[config.mk]
export PLATFORM = sky130hd
export DESIGN_NAME = leaf_stream_fifo
export DESIGN_NICKNAME = d
export VERILOG_FILES = /design/src/rtl/leaf_stream_pkg.sv /design/src/rtl/leaf_stream_mem.sv /design/src/rtl/leaf_stream_fifo.sv
export SDC_FILE = /design/constraint.sdc
export NUM_CORES = 1
export LEC_CHECK = 0
export ABC_AREA = 1
export CAP_MARGIN = 20
export CORE_MARGIN = 1.5
export CORE_UTILIZATION = 45
export CTS_BUF_LIST = sky130_fd_sc_hd__clkbuf_8
export DETAILED_ROUTE_END_ITERATION = 10
export MAX_ROUTING_LAYER = met4
export PLACE_DENSITY_LB_ADDON = 0.2
export REMOVE_ABC_BUFFERS = 1
export SLEW_MARGIN = 20
export SYNTH_ARGS = -nofsm -noshare
export SYNTH_HDL_FRONTEND = slang
export SYNTH_SLANG_ARGS = --single-unit
[constraint.sdc]
create_clock -name clk -period 2.3 [get_ports clk]
set_clock_uncertainty 0.15 [all_clocks]
set_input_delay 0.575 -clock clk [delete_from_list [all_inputs] [get_ports clk]]
set_output_delay 0.575 -clock clk [all_outputs]
set_load 0.03 [all_outputs]
[src/rtl/leaf_stream_pkg.sv]
// Shared types for the leaf stream FIFO: sequence tag width and type.
package leaf_stream_pkg;

  localparam int SEQ_W = 8;

  typedef logic [SEQ_W-1:0] seq_t;

endpackage

[src/rtl/leaf_stream_mem.sv]
// Storage array for the leaf FIFO: one write port, asynchronous read, no reset.
// Zero read latency so the head entry falls straight through to the outputs.
module leaf_stream_mem #(
  parameter int DEPTH   = 4,
  parameter int ENTRY_W = 16,
  localparam int AW     = $clog2(DEPTH)
) (
  input  logic               clk,
  input  logic               wr_en_i,
  input  logic [AW-1:0]      wr_addr_i,
  input  logic [ENTRY_W-1:0] wr_data_i,
  input  logic [AW-1:0]      rd_addr_i,
  output logic [ENTRY_W-1:0] rd_data_o
);

  logic [ENTRY_W-1:0] mem_q [DEPTH];

  always_ff @(posedge clk) begin
    if (wr_en_i) begin
      mem_q[wr_addr_i] <= wr_data_i;
    end
  end

  assign rd_data_o = mem_q[rd_addr_i];

endmodule

[src/rtl/leaf_stream_fifo.sv]
// First-word-fall-through FIFO with a wrapping per-word sequence tag; one cycle input to output.
// in_ready depends only on occupancy, rst_n and flush, never on out_ready, so a full FIFO stalls a cycle.
module leaf_stream_fifo
  import leaf_stream_pkg::*;
#(
  parameter int DATA_W = 8,
  parameter int DEPTH  = 4,
  localparam int AW    = $clog2(DEPTH),
  localparam int CW    = $clog2(DEPTH) + 1
) (
  input  logic              clk,
  input  logic              rst_n,
  input  logic              flush,
  input  logic              in_valid,
  output logic              in_ready,
  input  logic [DATA_W-1:0] in_data,
  output logic              out_valid,
  input  logic              out_ready,
  output logic [DATA_W-1:0] out_data,
  output logic [SEQ_W-1:0]  out_seq,
  output logic [CW-1:0]     count
);

  localparam int ENTRY_W = DATA_W + SEQ_W;

  logic [AW-1:0]      wr_ptr_q, wr_ptr_d;
  logic [AW-1:0]      rd_ptr_q, rd_ptr_d;
  logic [CW-1:0]      count_q, count_d;
  seq_t               seq_q, seq_d;
  logic               push, pop;
  logic [ENTRY_W-1:0] wr_entry, rd_entry;

  assign in_ready  = rst_n && !flush && (count_q < CW'(DEPTH));
  assign out_valid = (count_q != '0);
  assign push      = in_valid && in_ready;
  // A pop presented alongside flush or reset is dropped, not half-applied.
  assign pop       = out_valid && out_ready && rst_n && !flush;

  assign wr_entry            = {in_data, seq_q};
  assign {out_data, out_seq} = rd_entry;
  assign count               = count_q;

  always_comb begin
    wr_ptr_d = wr_ptr_q;
    rd_ptr_d = rd_ptr_q;
    count_d  = count_q;
    seq_d    = seq_q;
    if (flush) begin
      // The tag keeps running across a flush so downstream can spot the gap.
      wr_ptr_d = '0;
      rd_ptr_d = '0;
      count_d  = '0;
    end else begin
      if (push) begin
        wr_ptr_d = wr_ptr_q + AW'(1);
        seq_d    = seq_q + seq_t'(1);
      end
      if (pop) begin
        rd_ptr_d = rd_ptr_q + AW'(1);
      end
      case ({push, pop})
        2'b10:   count_d = count_q + CW'(1);
        2'b01:   count_d = count_q - CW'(1);
        default: count_d = count_q;
      endcase
    end
  end

  always_ff @(posedge clk) begin
    if (!rst_n) begin
      wr_ptr_q <= '0;
      rd_ptr_q <= '0;
      count_q  <= '0;
      seq_q    <= '0;
    end else begin
      wr_ptr_q <= wr_ptr_d;
      rd_ptr_q <= rd_ptr_d;
      count_q  <= count_d;
      seq_q    <= seq_d;
    end
  end

  leaf_stream_mem #(
    .DEPTH   (DEPTH),
    .ENTRY_W (ENTRY_W)
  ) u_mem (
    .clk       (clk),
    .wr_en_i   (push),
    .wr_addr_i (wr_ptr_q),
    .wr_data_i (wr_entry),
    .rd_addr_i (rd_ptr_q),
    .rd_data_o (rd_entry)
  );

endmodule

-- Word-level counts from Yosys, hierarchy flattened
Memory sizes are Yosys's and may differ from the RTL's. A register that Yosys moved wholly into a read port is not among the register bits.
Index checks and enable logic that the tools add are counted.
- register bits: 15
- bits in latches: 0
- RAM bits: 64
- bits in read-only memories: 0
- input bits: 13
- output and inout bits: 21
- word-level logic and storage cells: 31
- memories: 1
- memories (memory ; words ; bits a word ; rd ports ; clocked after memory_dff ; write ports ; line ; source):
    u_mem.mem_q ; 4 ; 16 ; 1 ; 1 ; 1 ; leaf_stream_mem.sv:16 ; logic [ENTRY_W-1:0] mem_q [DEPTH];
- add/subtract/negate cells: 5
- $mul: 0
- divide/modulo/power cells: 0
- $lt $le $gt $ge: 1
- equal/unequal tests: 2
- shift operators: 0
- muxes and demuxes: 5
- bitwise logic cells: 2
- reductions and logical operators: 11
- operator list (cell ; number):
    adder 8 x 1 -> 8 bit (second input constant) ; 1
    logical AND 1 bit ; 6
    case mux 3 bit (2 select lines) ; 1
    adder 2 x 1 -> 2 bit (second input constant) ; 2
    2-to-1 mux 2 bit ; 2
    adder 3 x 1 -> 3 bit (second input constant) ; 1
    < comparator 3 bit (second input constant) ; 1
    nonzero test 3 bit ; 1
    subtractor 3 x 1 -> 3 bit (second input constant) ; 1
    equality test 2 x 1 -> 1 bit (second input constant) ; 1
    equality test 2 bit (second input constant) ; 1
    2-to-1 mux 1 bit ; 2
    inverter 1 bit ; 2
    AND reduction 2 bit ; 1
    nonzero test 2 bit ; 1
    OR reduction 2 bit ; 1
    zero test 1 bit ; 1

-- Logic depth before layout (Yosys ltp)
- depth after elaboration: 6
- mapped depth: 13

-- Hierarchy
A second synthesis with hierarchy kept.
- cell total of the unflattened synthesis: 370
- area total of the unflattened synthesis: 3608.5 um^2
- by module, submodules not included (module ; instances ; cells each ; area each (um^2) ; seq. area each (um^2)):
    leaf_stream_mem ; 1 ; 259 ; 2758.9 ; 1921.8
    leaf_stream_fifo ; 1 ; 111 ; 849.6 ; 300.3

-- Worst setup path after synthesis
OpenSTA, ideal clock, no wires.
- path type: reg-to-reg
- start: register count_q[2] (netlist: count[2])
- end: register count_q[2] (netlist: count[2])
- setup time: 113 ps
- data arrival time: 2097 ps
- required time: 2037 ps
- path slack: -60 ps
- cell stages (with the launch flop): 12
- path buffers: 0
- period minus slack after synthesis: 2360 ps
- path through: dfxtp_1 -> inv_1 -> nand3_1 -> nand2_1 -> inv_1 -> ha_1 -> inv_1 -> fa_1 -> a21oi_1 -> o21ai_0 -> nor2_1 -> nor2_1
- longest elaborated chain between the ends: 6
- ends and longest elaborated chain (item ; line ; source):
    start, declared ; leaf_stream_fifo.sv:28 ; logic [CW-1:0] count_q, count_d;
    start signal, assigned ; leaf_stream_fifo.sv:78 ; count_q <= count_d;
    nonzero test 3 bit * ; leaf_stream_fifo.sv:34 ; assign out_valid = (count_q != '0);
    net out_valid ; leaf_stream_fifo.sv:17 ; output logic out_valid,
    logical AND 1 bit * (3 in series) ; leaf_stream_fifo.sv:37 ; assign pop = out_valid && out_ready && rst_n && !flush;
    net pop ; leaf_stream_fifo.sv:30 ; logic push, pop;
    equality test 2 x 1 -> 1 bit or equality test 2 bit (tied branches) ; leaf_stream_fifo.sv:61 ; case ({push, pop})
    case mux 3 bit (2 select lines) or nonzero test 2 bit (tied branches) ; n/a ;
The timed path passes the listed nets; every way through them passes the cells marked *.
A chain may end at the register's enable or synchronous reset.

==> flow_results.xml <==
<?xml version="1.0" encoding="UTF-8"?>
<metrics>
  <group name="power">
    <metric name="power.static_leakage" unit="nW">1.59</metric>
    <metric name="power_density" unit="nW/um^2">672</metric>
    <metric name="ir_worst_vdd" unit="mV">0.295</metric>
    <metric name="p_total" unit="mW">2.82</metric>
  </group>
  <group name="sta">
    <metric name="timing_worst_slew_pin_value" unit="ns">0.309</metric>
    <metric name="finalMaxSlewViolations" unit="">0</metric>
    <metric name="max_freq" unit="MHz">448</metric>
    <metric name="timing.final.setup_violations" unit="">0</metric>
    <metric name="slew-limit-headroom" unit="%">79.4</metric>
    <metric name="final_min_period_over_clock_period" unit="%">97.0</metric>
    <metric name="fin_worst_hold_slack" unit="ns">0.349</metric>
    <metric name="timing.final.crit_period" unit="ns">2.23</metric>
    <metric name="finalHoldViolCount" unit="">0</metric>
  </group>
  <group name="placement">
    <metric name="gp_routability_congestion" unit="">0.807</metric>
    <metric name="dp.final_hpwl" unit="mm">3.88</metric>
    <metric name="placedInstanceArea" unit="sq um">3900</metric>
    <metric name="place.port_buffers" unit="">33</metric>
  </group>
  <group name="setup_path">
    <metric name="critical_path_required" unit="ns">1.57</metric>
    <metric name="cp-end-kind" unit="">primary output</metric>
    <metric name="rr_startpoint" unit="">count[2]</metric>
    <metric name="worstSetupPathType" unit="">reg2out</metric>
    <metric name="endpoint" unit="">out_seq[4]</metric>
    <metric name="r2r_slack" unit="ns">0.38</metric>
    <metric name="crit_fanout" unit="">16</metric>
    <metric name="worstRegToRegCells" unit="">10</metric>
    <metric name="crit-reg2reg-capture" unit="">count[1]</metric>
    <metric name="critical_path_arrival" unit="ns">1.51</metric>
    <metric name="worstSetupStartpointType" unit="">flip-flop</metric>
  </group>
  <group name="cells_and_area">
    <metric name="layout.core_utilization" unit="%">60.7</metric>
    <metric name="finalInstanceArea" unit="sq um">4190</metric>
    <metric name="fin_nets" unit="">365</metric>
    <metric name="antenna_cells_inserted" unit="">0</metric>
    <metric name="area_growth" unit="%">28.9</metric>
    <metric name="layout-drive-gt1-share" unit="%">21.2</metric>
  </group>
  <group name="floorplan">
    <metric name="die_height" unit="microns">88.0</metric>
    <metric name="dieWidth" unit="microns">88.0</metric>
    <metric name="die-area" unit="sq um">7740</metric>
    <metric name="starting_density_of_the_core" unit="%">47.1</metric>
    <metric name="core_region_area" unit="sq um">6910</metric>
    <metric name="fp-row-count" unit="">30</metric>
    <metric name="io_pins" unit="">34</metric>
  </group>
  <group name="synth">
    <metric name="yosysSeqAreaShare" unit="%">69.6</metric>
    <metric name="synth_area_leaders" unit="">sky130_fd_sc_hd__edfxtp_1, sky130_fd_sc_hd__dfxtp_1, sky130_fd_sc_hd__nor2_1, sky130_fd_sc_hd__o21ai_0, sky130_fd_sc_hd__o22ai_1</metric>
    <metric name="postSynthRegisterBits" unit="">81</metric>
    <metric name="synthArstFlopShare" unit="%">0</metric>
    <metric name="netlist_instances" unit="">280</metric>
    <metric name="ys.warnings.count" unit="">0</metric>
    <metric name="synth_top_area_cell" unit="">sky130_fd_sc_hd__edfxtp_1</metric>
    <metric name="synthesis.area" unit="sq um">3250</metric>
    <metric name="most_frequently_used_cell_type_in_the_post_synthesis_netlist" unit="">sky130_fd_sc_hd__edfxtp_1</metric>
    <metric name="yosysTopAreaCellShare" unit="%">59.1</metric>
    <metric name="synth_ff_type" unit="">sky130_fd_sc_hd__edfxtp_1</metric>
    <metric name="netlist_cell_types" unit="">20</metric>
    <metric name="number_of_enable_flip_flop_cells_after_synthesis" unit="">64</metric>
    <metric name="synth_common_cells" unit="">sky130_fd_sc_hd__edfxtp_1, sky130_fd_sc_hd__nor2_1, sky130_fd_sc_hd__o21ai_0, sky130_fd_sc_hd__inv_1, sky130_fd_sc_hd__nand2_1</metric>
    <metric name="syn_avg_cell_area" unit="sq um">11.6</metric>
  </group>
  <group name="global_routing">
    <metric name="grt_max_degree" unit="">26</metric>
    <metric name="antenna_found_initial" unit="">0</metric>
    <metric name="groute.usage.overall" unit="%">17.6</metric>
    <metric name="globalRoute.totalOverflow" unit="">0</metric>
    <metric name="wire_length_of_the_first_global_routing_pass" unit="mm">9.71</metric>
    <metric name="first_global_vias" unit="">2062</metric>
  </group>
  <group name="detailed_routing">
    <metric name="route.antenna.remaining_nets" unit="">0</metric>
    <metric name="first_iter_violations" unit="">110</metric>
    <metric name="route.detailed.vias_per_inst" unit="">4.90</metric>
    <metric name="drt_first_pass_iters" unit="">4</metric>
    <metric name="drcViolationCount" unit="">0</metric>
    <metric name="routed_wl" unit="mm">6.09</metric>
    <metric name="dr_total_vias" unit="">2180</metric>
    <metric name="avgRoutedWirePerCell" unit="microns">13.7</metric>
  </group>
  <group name="clock_tree">
    <metric name="htree_levels" unit="">3</metric>
    <metric name="worst_skew_pair.late_latency" unit="ns">0.34</metric>
    <metric name="clock_tree_from_tritoncts" unit="">built</metric>
    <metric name="post_cts_hold_buffer_count" unit="">0</metric>
    <metric name="cts_max_path_buffers" unit="">2</metric>
    <metric name="cts.sinks" unit="">81</metric>
    <metric name="cts-buffers-inserted" unit="">9</metric>
    <metric name="clk_transition_reported_paths" unit="ns">0.07</metric>
    <metric name="cts_root_buf" unit="">sky130_fd_sc_hd__clkbuf_8</metric>
  </group>
  <group name="outcome">
    <metric name="run_status" unit="">finished, final reports clean</metric>
  </group>
  <group name="run">
    <metric name="max_cap_violations" unit="">0</metric>
  </group>
  <group name="hold_path">
    <metric name="hold_path_class" unit="">reg2reg</metric>
  </group>
</metrics>
area by class of cell:
cell class                 count  area [sq um]
fill                         579          2720
sequential                    81          2270
multi-input combinational    163           832
timing repair buffer          65           667
clock buffer                   9           124
tap                           96           120
inverter                      25          93.8
clock inverter                 6          85.1
worst max-delay path, cell delays in order, from the launching register on:
cell and delay [ns]:
sky130_fd_sc_hd__dfxtp_4 0.36, sky130_fd_sc_hd__inv_2 0.08, sky130_fd_sc_hd__buf_12 0.14, sky130_fd_sc_hd__buf_8 0.13
sky130_fd_sc_hd__o21ai_1 0.06, sky130_fd_sc_hd__o22ai_1 0.18, sky130_fd_sc_hd__buf_4 0.20
registers in the layout (all words and copies together) (netlist names), named ones only:
register,count
u_mem.mem_q,64
seq_q,8
count,3
rd_ptr_q,2
wr_ptr_q,2
logic make-up (layout without fill, tap and decap cells):
group,after synthesis,in the layout,synth area share (%)
buffers and inverters,36,105,4.89
adder cells (fa/ha/maj),7,7,2.93
XOR/XNOR,1,1,0.269
AO/OA/AOI/OAI,65,65,10.6
flip-flops,81,81,69.6
AND/OR/NAND/NOR,90,90,11.7
worst min path at each step:
stage / start / endpoint / slack, ns / cells after the start
6_report: rd_ptr_q[1] / flip-flop / 0.35 / 2
5_1_grt: rd_ptr_q[1] / flip-flop / 0.39 / 2
2_1_floorplan: rd_ptr_q[1] / flip-flop / 0.32 / 2
3_5_place_dp: rd_ptr_q[1] / rd_ptr_q[1] / 0.34 / 2
3_3_place_gp: rd_ptr_q[1] / rd_ptr_q[1] / 0.33 / 2
4_1_cts: rd_ptr_q[1] / flip-flop / 0.35 / 2
what timing repair did:
item,in CTS,in global routing
gates cloned,0,1
endpoints found under the hold margin,0,0
buffers inserted,0,5
pin swaps,1,3
endpoints found under the setup margin,14,5
resized for setup,21,10
power breakdown:
| group | switching [mW] | internal (mW) | total, mW |
|---|---|---|---|
| logic | 0.0710 | 0.0622 | 0.133 |
| clock network | 0.493 | 0.601 | 1.09 |
| registers | 0.00707 | 1.58 | 1.59 |
| total | 0.572 | 2.25 | 2.82 |
stage by stage:
| stage | setup TNS [ns] | setup slack, ns | instances |
|---|---|---|---|
| 2_1_floorplan | -1.68 | -0.101 | 269 |
| 3_3_place_gp | -8.19 | -0.242 | 425 |
| 3_5_place_dp | -9.54 | -0.313 | 425 |
| 4_1_cts | 0 | 0.0115 | 439 |
| 5_1_grt | -0.00662 | -0.00408 | 445 |
| 6_report | 0 | 0.0693 | 445 |
placed cells by master (no fill, tap or decap), drive strengths merged, types with 5 or more instances in the layout:
| cell type | Yosys | layout |
|---|---|---|
| a21oi | 10 | 10 |
| ha | 6 | 6 |
| inv | 25 | 26 |
| nand3 | 10 | 10 |
| o22ai | 16 | 16 |
| clkbuf | 7 | 10 |
| clkdlybuf4s50 | 0 | 13 |
| o21ai | 39 | 39 |
| nor2 | 60 | 60 |
| clkdlybuf4s15 | 0 | 5 |
| nand2 | 20 | 20 |
| dfxtp | 17 | 17 |
| edfxtp | 64 | 64 |
| buf | 4 | 43 |
layer usage:
| layer | up-vias | track usage (%) | share of wire (%) |
|---|---|---|---|
| met4 | 0 | 7.79 | 1.2 |
| met3 | 8 | 3.68 | 5.0 |
| met1 | 1020 | 21.2 | 44 |
| met2 | 48 | 28.6 | 49 |
| li1 | 1104 | - | - |
| met5 | - | - | 0 |
Power figures use the tool's default switching activity.
